**config.mk**
```make
export PLATFORM = sky130hd
export DESIGN_NAME = regfile_sb
export DESIGN_NICKNAME = d
export VERILOG_FILES = /design/src/rtl/regfile_sb.sv
export SDC_FILE = /design/constraint.sdc
export NUM_CORES = 1
export LEC_CHECK = 0
export CAP_MARGIN = 20
export CORE_UTILIZATION = 60
export CTS_CLUSTER_SIZE = 28
export DETAILED_ROUTE_END_ITERATION = 10
export PLACE_DENSITY = 0.87
export REMOVE_ABC_BUFFERS = 1
export SYNTH_ARGS = -nofsm -noshare
export SYNTH_HDL_FRONTEND = slang
export SYNTH_SLANG_ARGS = --single-unit
```
**constraint.sdc**
```tcl
create_clock -name clk -period 4.8 [get_ports clk]
set_clock_uncertainty 0.05 [all_clocks]
set_input_delay 0.96 -clock clk [delete_from_list [all_inputs] [get_ports clk]]
set_output_delay 0.96 -clock clk [all_outputs]
set_load 0.03 [all_outputs]
```
**src/rtl/regfile_sb.sv**
```systemverilog
// Two-read / one-write register file with a per-register pending-write scoreboard.
// Decode reads operands and busy flags. Issue marks destinations pending. Write-back stores data and retires pending bits.
module regfile_sb #(
  parameter int DATA_W   = 16,
  parameter int ADDR_W   = 4,
  parameter int ZERO_REG = 1,
  parameter int FORWARD  = 1
) (
  input  logic              clk,
  input  logic              rst,
  input  logic [ADDR_W-1:0] rs1_addr,
  input  logic [ADDR_W-1:0] rs2_addr,
  output logic [DATA_W-1:0] rs1_data,
  output logic [DATA_W-1:0] rs2_data,
  output logic              rs1_busy,
  output logic              rs2_busy,
  input  logic              iss_valid,
  input  logic [ADDR_W-1:0] iss_rd,
  output logic              iss_ready,
  input  logic              wb_en,
  input  logic [ADDR_W-1:0] wb_addr,
  input  logic [DATA_W-1:0] wb_data,
  input  logic              flush,
  output logic [ADDR_W:0]   pend_cnt
);

  localparam int DEPTH = 2 ** ADDR_W;
  localparam int CNT_W = ADDR_W + 1;
  localparam logic [CNT_W-1:0] CNT_MAX = CNT_W'(DEPTH - ZERO_REG);

  logic [DATA_W-1:0] regs [DEPTH];
  logic [DEPTH-1:0]  busy;
  logic [DEPTH-1:0]  busy_nxt;
  logic [CNT_W-1:0]  cnt;

  logic wb_live;
  logic iss_zero;
  logic iss_hit_wb;
  logic iss_set;
  logic cnt_inc;
  logic cnt_dec;
  logic rs1_fwd;
  logic rs2_fwd;

  function automatic logic is_zero(input logic [ADDR_W-1:0] a);
    return (ZERO_REG != 0) && (a == '0);
  endfunction

  // Saturating step so the count can never wrap even on an inconsistent update.
  function automatic logic [CNT_W-1:0] cnt_step(input logic [CNT_W-1:0] c,
                                                input logic up, input logic dn);
    if (up && !dn) return (c == CNT_MAX) ? c : c + CNT_W'(1);
    if (dn && !up) return (c == '0) ? c : c - CNT_W'(1);
    return c;
  endfunction

  assign wb_live = wb_en & ~is_zero(wb_addr);

  assign rs1_fwd = (FORWARD != 0) && wb_live && (wb_addr == rs1_addr);
  assign rs2_fwd = (FORWARD != 0) && wb_live && (wb_addr == rs2_addr);

  assign rs1_data = rs1_fwd ? wb_data : (is_zero(rs1_addr) ? '0 : regs[rs1_addr]);
  assign rs2_data = rs2_fwd ? wb_data : (is_zero(rs2_addr) ? '0 : regs[rs2_addr]);
  assign rs1_busy = ~is_zero(rs1_addr) & ~rs1_fwd & busy[rs1_addr];
  assign rs2_busy = ~is_zero(rs2_addr) & ~rs2_fwd & busy[rs2_addr];

  // A retiring write-back to the same destination frees the slot in the same cycle.
  assign iss_zero   = is_zero(iss_rd);
  assign iss_hit_wb = wb_live && (wb_addr == iss_rd);
  assign iss_ready  = iss_zero | ~busy[iss_rd] | iss_hit_wb;
  assign iss_set    = iss_valid & iss_ready & ~flush & ~iss_zero;

  // Same-register issue and retire cancel out: the bit stays set, count is unchanged.
  assign cnt_inc = iss_set & ~busy[iss_rd];
  assign cnt_dec = wb_live & busy[wb_addr] & ~(iss_set & iss_hit_wb);

  always_comb begin
    busy_nxt = busy;
    if (flush) begin
      busy_nxt = '0;
    end else begin
      if (wb_live) busy_nxt[wb_addr] = 1'b0;
      if (iss_set) busy_nxt[iss_rd]  = 1'b1;
    end
  end

  always_ff @(posedge clk or negedge rst) begin
    if (!rst) begin
      busy <= '0;
      cnt  <= '0;
    end else begin
      busy <= busy_nxt;
      cnt  <= flush ? '0 : cnt_step(cnt, cnt_inc, cnt_dec);
    end
  end

  always_ff @(posedge clk or negedge rst) begin
    if (!rst) begin
      for (int i = 0; i < DEPTH; i++) regs[i] <= '0;
    end else if (wb_live) begin
      regs[wb_addr] <= wb_data;
    end
  end

  assign pend_cnt = cnt;

endmodule

```
# Word-level counts from Yosys, hierarchy flattened
# Cells that the tools add are included.
# word_totals
ff_bits,277
in_bits,37
# classes
n_addsub,2
magnitude_cmp,10
n_eq_ne,5
mux,39
n_bitwise,29
n_reduce_logical,17
# op_table
op,count
$bwmux W256,1
$mux W16,13
$bmux W16 S4,2
$demux W16 S4,1
$mux W5,7
$lt A4 B5 Y1 const B,4
$and A16 B16 Y16,1
$bmux W1 S4,4
$logic_not A4 Y1,4
$not A16 Y16,1
$or A16 B16 Y16,1
$ge A5 B5 Y1 const B,3
$not A4 Y5,3
$and A1 B1 Y1,12
$eq A4 B4 Y1,3
$mux W1,9
$not A1 Y1,9
$demux W1 S4,2
$ge A4 B1 Y1 const B,2
$logic_and A1 B1 Y1,8
$add A5 B1 Y5 const B,1
$eq A5 B4 Y1 const B,1
$logic_not A5 Y1,1
$lt A5 B1 Y1 const B,1
other kinds (6),8

# Depth between registers and ports, before layout
# depth
depth_word,18
ltp_mapped,9
mapped_depth_nobuf,7

# Worst setup path after synthesis
# No wires, ideal clock.
# synth_path
path_kind,input to output
from,input rs1_addr[0]
to,output rs1_data[10]
t_arrival_ps,3375
t_required_ps,3790
path_slack_ps,415
cell_stages,7
n_path_buf,3
path_cell_list,clkbuf_1 > buf_2 > buf_1 > mux4_2 > mux4_2 > inv_1 > o21ai_0
# synth_between
elab_chain_cells,6
# synth_lines
element,line_no,source
start: declaration,11,"input logic [ADDR_W-1:0] rs1_addr,"
$not A4 Y5 (implied by the code),62,assign rs1_data = rs1_fwd ? wb_data : (is_zero(rs1_addr) ? '0 : regs[rs1_addr]);
$bmux W16 S4,62,
$mux W16 (implied by the code) (2 in series),62,
$mux W16,62,
$mux W16 (*),62,
end: declaration,13,"output logic [DATA_W-1:0] rs1_data,"
# Every way passes the cells marked *; elsewhere a longest branch is shown, timed or not. The select of a mux whose other input is x is not followed.

# Worst setup path in the final report
# layout_path
from,input wb_addr[2]
to,output rs1_data[13]
# layout_between
elab_chain_cells,5
# layout_lines
element,line_no,source
start: declaration,21,"input logic [ADDR_W-1:0] wb_addr,"
$logic_not A4 Y1,46,return (ZERO_REG != 0) && (a == '0);
$not A1 Y1,57,assign wb_live = wb_en & ~is_zero(wb_addr);
$and A1 B1 Y1,57,
$logic_and A1 B1 Y1 (*),59,assign rs1_fwd = (FORWARD != 0) && wb_live && (wb_addr == rs1_addr);
$mux W16 (*),62,
# Every way passes the cells marked *; elsewhere a longest branch is shown, timed or not.

==> run_results.csv <==
group,metric,value,unit
outcome,status,"finished clean",
synthesis,synth_most_common_cell,"dfrtp_1",
clock_tree,hold_buffers,0,
pwr,p_per_area,420,nW/um^2
sta,rsz0062_at_grt,"no",
sta,maxSlewHeadroom,24.0,%
worst_setup_path,cp_num_buf_inv,3,
pwr,power.total,7.39,mW
floorplanning,die_area,26700,um^2
pwr,power.switching,2.14,mW
route,wl_per_cell,28.3,um
final_layout,drive_above_1_share,50.5,%
synthesis,synth_ff_type,"dfrtp_1",
route,first_pass_iters,5,
global_route,antenna_found_initial,1,
worst_setup_path,reg2regPathDepth,7,
clock_tree,clkLatencyLatePin,0.55,ns
route,vias,10286,
floorplanning,core_area,25300,um^2
worst_hold_path,hold_depth,0,
worst_setup_path,cp_slowest_stage_delay,0.79,ns
route,first_iter_violations,1130,
clock_tree,post-cts-setup-buffer-count,0,
floorplanning,ioPinCount,77,
pwr,p_int,5.25,mW
global_route,met3_usage,9.17,%
clock_tree,htree_levels,1,
pwr,power_frac_seq,43.4,%
synthesis,synth_top_cell_by_area,"dfrtp_1",
global_route,busiest_layer,"met2",
clock_tree,cts_sinks,277,
worst_setup_path,cp.required,3.79,ns
sta,fin_setup_tns,0,ns
sta,max_slew.worst_pin.slew,1.14,ns
pwr,p_sw_share,28.9,%
clock_tree,cts_resized,0,
global_route,met2_usage,52.2,%
synthesis,ys_seq_area_share,44.4,%
final_layout,area.growth.synth_to_final,12.8,%
sta,holdWs,0.344,ns
worst_setup_path,critical_path_arrival,3.50,ns
route,antenna_left,0,
clock_tree,numCtsBuffers,29,
synthesis,synth.avg_cell_area,14.6,um^2
job,cap_violations,0,
global_route,grt_max_degree,122,
synthesis,synth_edf_count,0,
synthesis,synthesis.area,15600,um^2
synthesis,syn_inst,1066,
pwr,p_comb_share,26.5,%
worst_setup_path,startpoint_type,"primary input",
clock_tree,cts_root_buf,"clkbuf_16",
worst_setup_path,path_depth,7,
synthesis,ys_async_sr_fraction,100,%
worst_setup_path,crit_path_cell_trace,"clkdlybuf4s50_1 -> xnor2_1 -> nand4_1 -> o21ai_2 -> buf_4 -> o21ai_0 -> buf_4",
floorplanning,rows,58,
route,finalWirelength,41.3,mm
global_route,met1_usage,43.6,%
final_layout,nets,1145,
worst_setup_path,worst_setup_path_end_kind,"primary output",
final_layout,layout.cells.non_filler,1458,
worst_setup_path,worstPathMaxFanout,10,
global_route,grt.overflow.total,0,
placement,place_congestion,0.899,
worst_setup_path,critical_path.slowest_cell,"clkdlybuf4s50_1",
global_route,grt.total_usage,33.0,%
synthesis,ys_warn_count,0,
synthesis,synth_seq_cells,277,
global_route,grt_pass1_vias,10879,
sta,fin_crit,4.51,ns
placement,numPortBuffers,76,
synthesis,synth_common_cells,"dfrtp_1, mux2_2, mux4_2, clkbuf_1, inv_1",
pwr,peakVddDrop,0.391,mV
sta,finalCritPeriodShare,93.9,%
floorplanning,die_h,163,um
floorplanning,initial_core_util,61.6,%
final_layout,fill_cells,1605,
sta,final_hold_viol_count,0,
route,vias_per_cell,7.05,
pwr,p_leak,7.27,nW
clock_tree,clk_pin_slew,0.07,ns
sta,maxSlewViolCount,0,
synthesis,ys_types,56,
final_layout,final_core_util,69.5,%
worst_setup_path,crit_path_frequent_cell,"buf_4",
worst_setup_path,worstSetupPathType,"in -> out",
sta,fmax,222,MHz
pwr,p_clk_share,30.1,%
placement,place_hpwl,25.3,mm
synthesis,yosys.area.top_type_share,44.4,%
global_route,grt_first_pass_wirelength,65.2,mm
sta,setup_violations,0,
clock_tree,cts_buffer_depth,3,
worst_hold_path,min_path_type,"reg -> reg",
floorplanning,die_w,163,um
synthesis,synth_area_leaders,"dfrtp_1, mux4_2, mux2_2",
clock_tree,tritoncts,"done",
route,drcViolationCount,0,
worst_setup_path,crit_family,"buffers and inverters",
placement,dp_cells,1404,
final_layout,seq_area,6930,um^2
final_layout,multi_input_area,8080,um^2
power by group through the flow:
stage,registers [mW],clock network (mW),logic (mW)
global route,3.26,2.35,2.08
global placement,3.15,0,1.88
detailed placement,3.21,0,1.94
CTS,3.19,2.26,1.96
finish,3.21,2.23,1.96
floorplan,3.09,0,1.33
metal layers:
| metal | share of wire [%] | routed length, um |
|---|---|---|
| met3 | 10 | 4310 |
| met5 | 0 | 0 |
| met1 | 37 | 15300 |
| met4 | 3.7 | 1540 |
| met2 | 49 | 20100 |
cells in the final DEF (no fill, tap or decap), types with 3 or more instances in the layout:
cell type | synthesis | routed
nor2b_1 | 15 | 14
xor2_1 | 4 | 4
nand3_1 | 7 | 7
mux2i_1 | 9 | 9
nand2_1 | 37 | 37
inv_1 | 39 | 39
a21oi_1 | 10 | 10
nand4_1 | 4 | 4
nand3b_1 | 3 | 3
mux4_2 | 175 | 175
nor2_2 | 0 | 9
ha_1 | 3 | 3
xnor2_1 | 8 | 8
o21ai_0 | 36 | 36
a32oi_1 | 5 | 5
clkbuf_1 | 79 | 9
nand2b_1 | 6 | 6
clkinv_2 | 0 | 4
buf_12 | 1 | 10
nor2_1 | 33 | 24
clkbuf_8 | 4 | 9
mux2_2 | 244 | 244
dfrtp_1 | 277 | 277
or3_1 | 5 | 5
clkdlybuf4s50_1 | 0 | 37
buf_4 | 2 | 67
clkbuf_16 | 0 | 29
logic make-up (layout without fill, tap and decap cells):
group | after synthesis | in the layout | synth area share [%]
AOI/OAI and AO/OA | 73 | 73 | 3.00
xor gates and xnor gates | 12 | 12 | 0.673
adders and majority gates | 3 | 3 | 0.240
buffers and inverters | 148 | 209 | 4.06
DFF | 277 | 277 | 44.4
muxes | 428 | 428 | 43.4
other | 0 | 1 | 0
and+or+nand+nor | 125 | 125 | 4.21
state kept, by name (all words and copies together) (netlist names):
signal and cells:
regs 256, busy 16, pend_cnt 5
worst reg2reg max path, delay by kind of cell (launching register included):
| family | cells | cell delay (ns) |
|---|---|---|
| AND/OR/NAND/NOR | 3 | 1.06 |
| multiplexers | 2 | 0.60 |
| AO/OA/AOI/OAI | 2 | 0.36 |
| flip-flops | 1 | 0.45 |
per-stage QoR:
step / area (um^2) / setup slack (ns)
2_1_floorplan: 15100 / 1.31
3_3_place_gp: 16700 / 0.369
3_5_place_dp: 16700 / 0.377
4_1_cts: 17600 / 0.347
5_1_grt: 17600 / 0.206
6_report: 17600 / 0.295
final timing paths:
kind | start | endpoint | slack, ns
min in group asynchronous | rst | regs[248] | 0.39
worst min-delay path | regs[248] | regs[248] | 0.34
worst max-delay path | wb_addr[2] | rs1_data[13] | 0.29
worst min register to register | regs[248] | regs[248] | 0.34
worst max register to register | busy[6] | pend_cnt[0] | 2.21
max in group asynchronous | rst | regs[28] | 3.12
layout make-up:
class | count | area share [%]
Antenna cell | 1 | 0.0142
Clock buffer | 47 | 5.02
Clock inverter | 6 | 0.327
Inverter | 39 | 0.831
Multi-Input combinational cell | 641 | 45.9
Sequential cell | 277 | 39.4
Tap cell | 330 | 2.34
Timing Repair Buffer | 117 | 6.24
No activity file was read; power rests on OpenSTA's default activity.
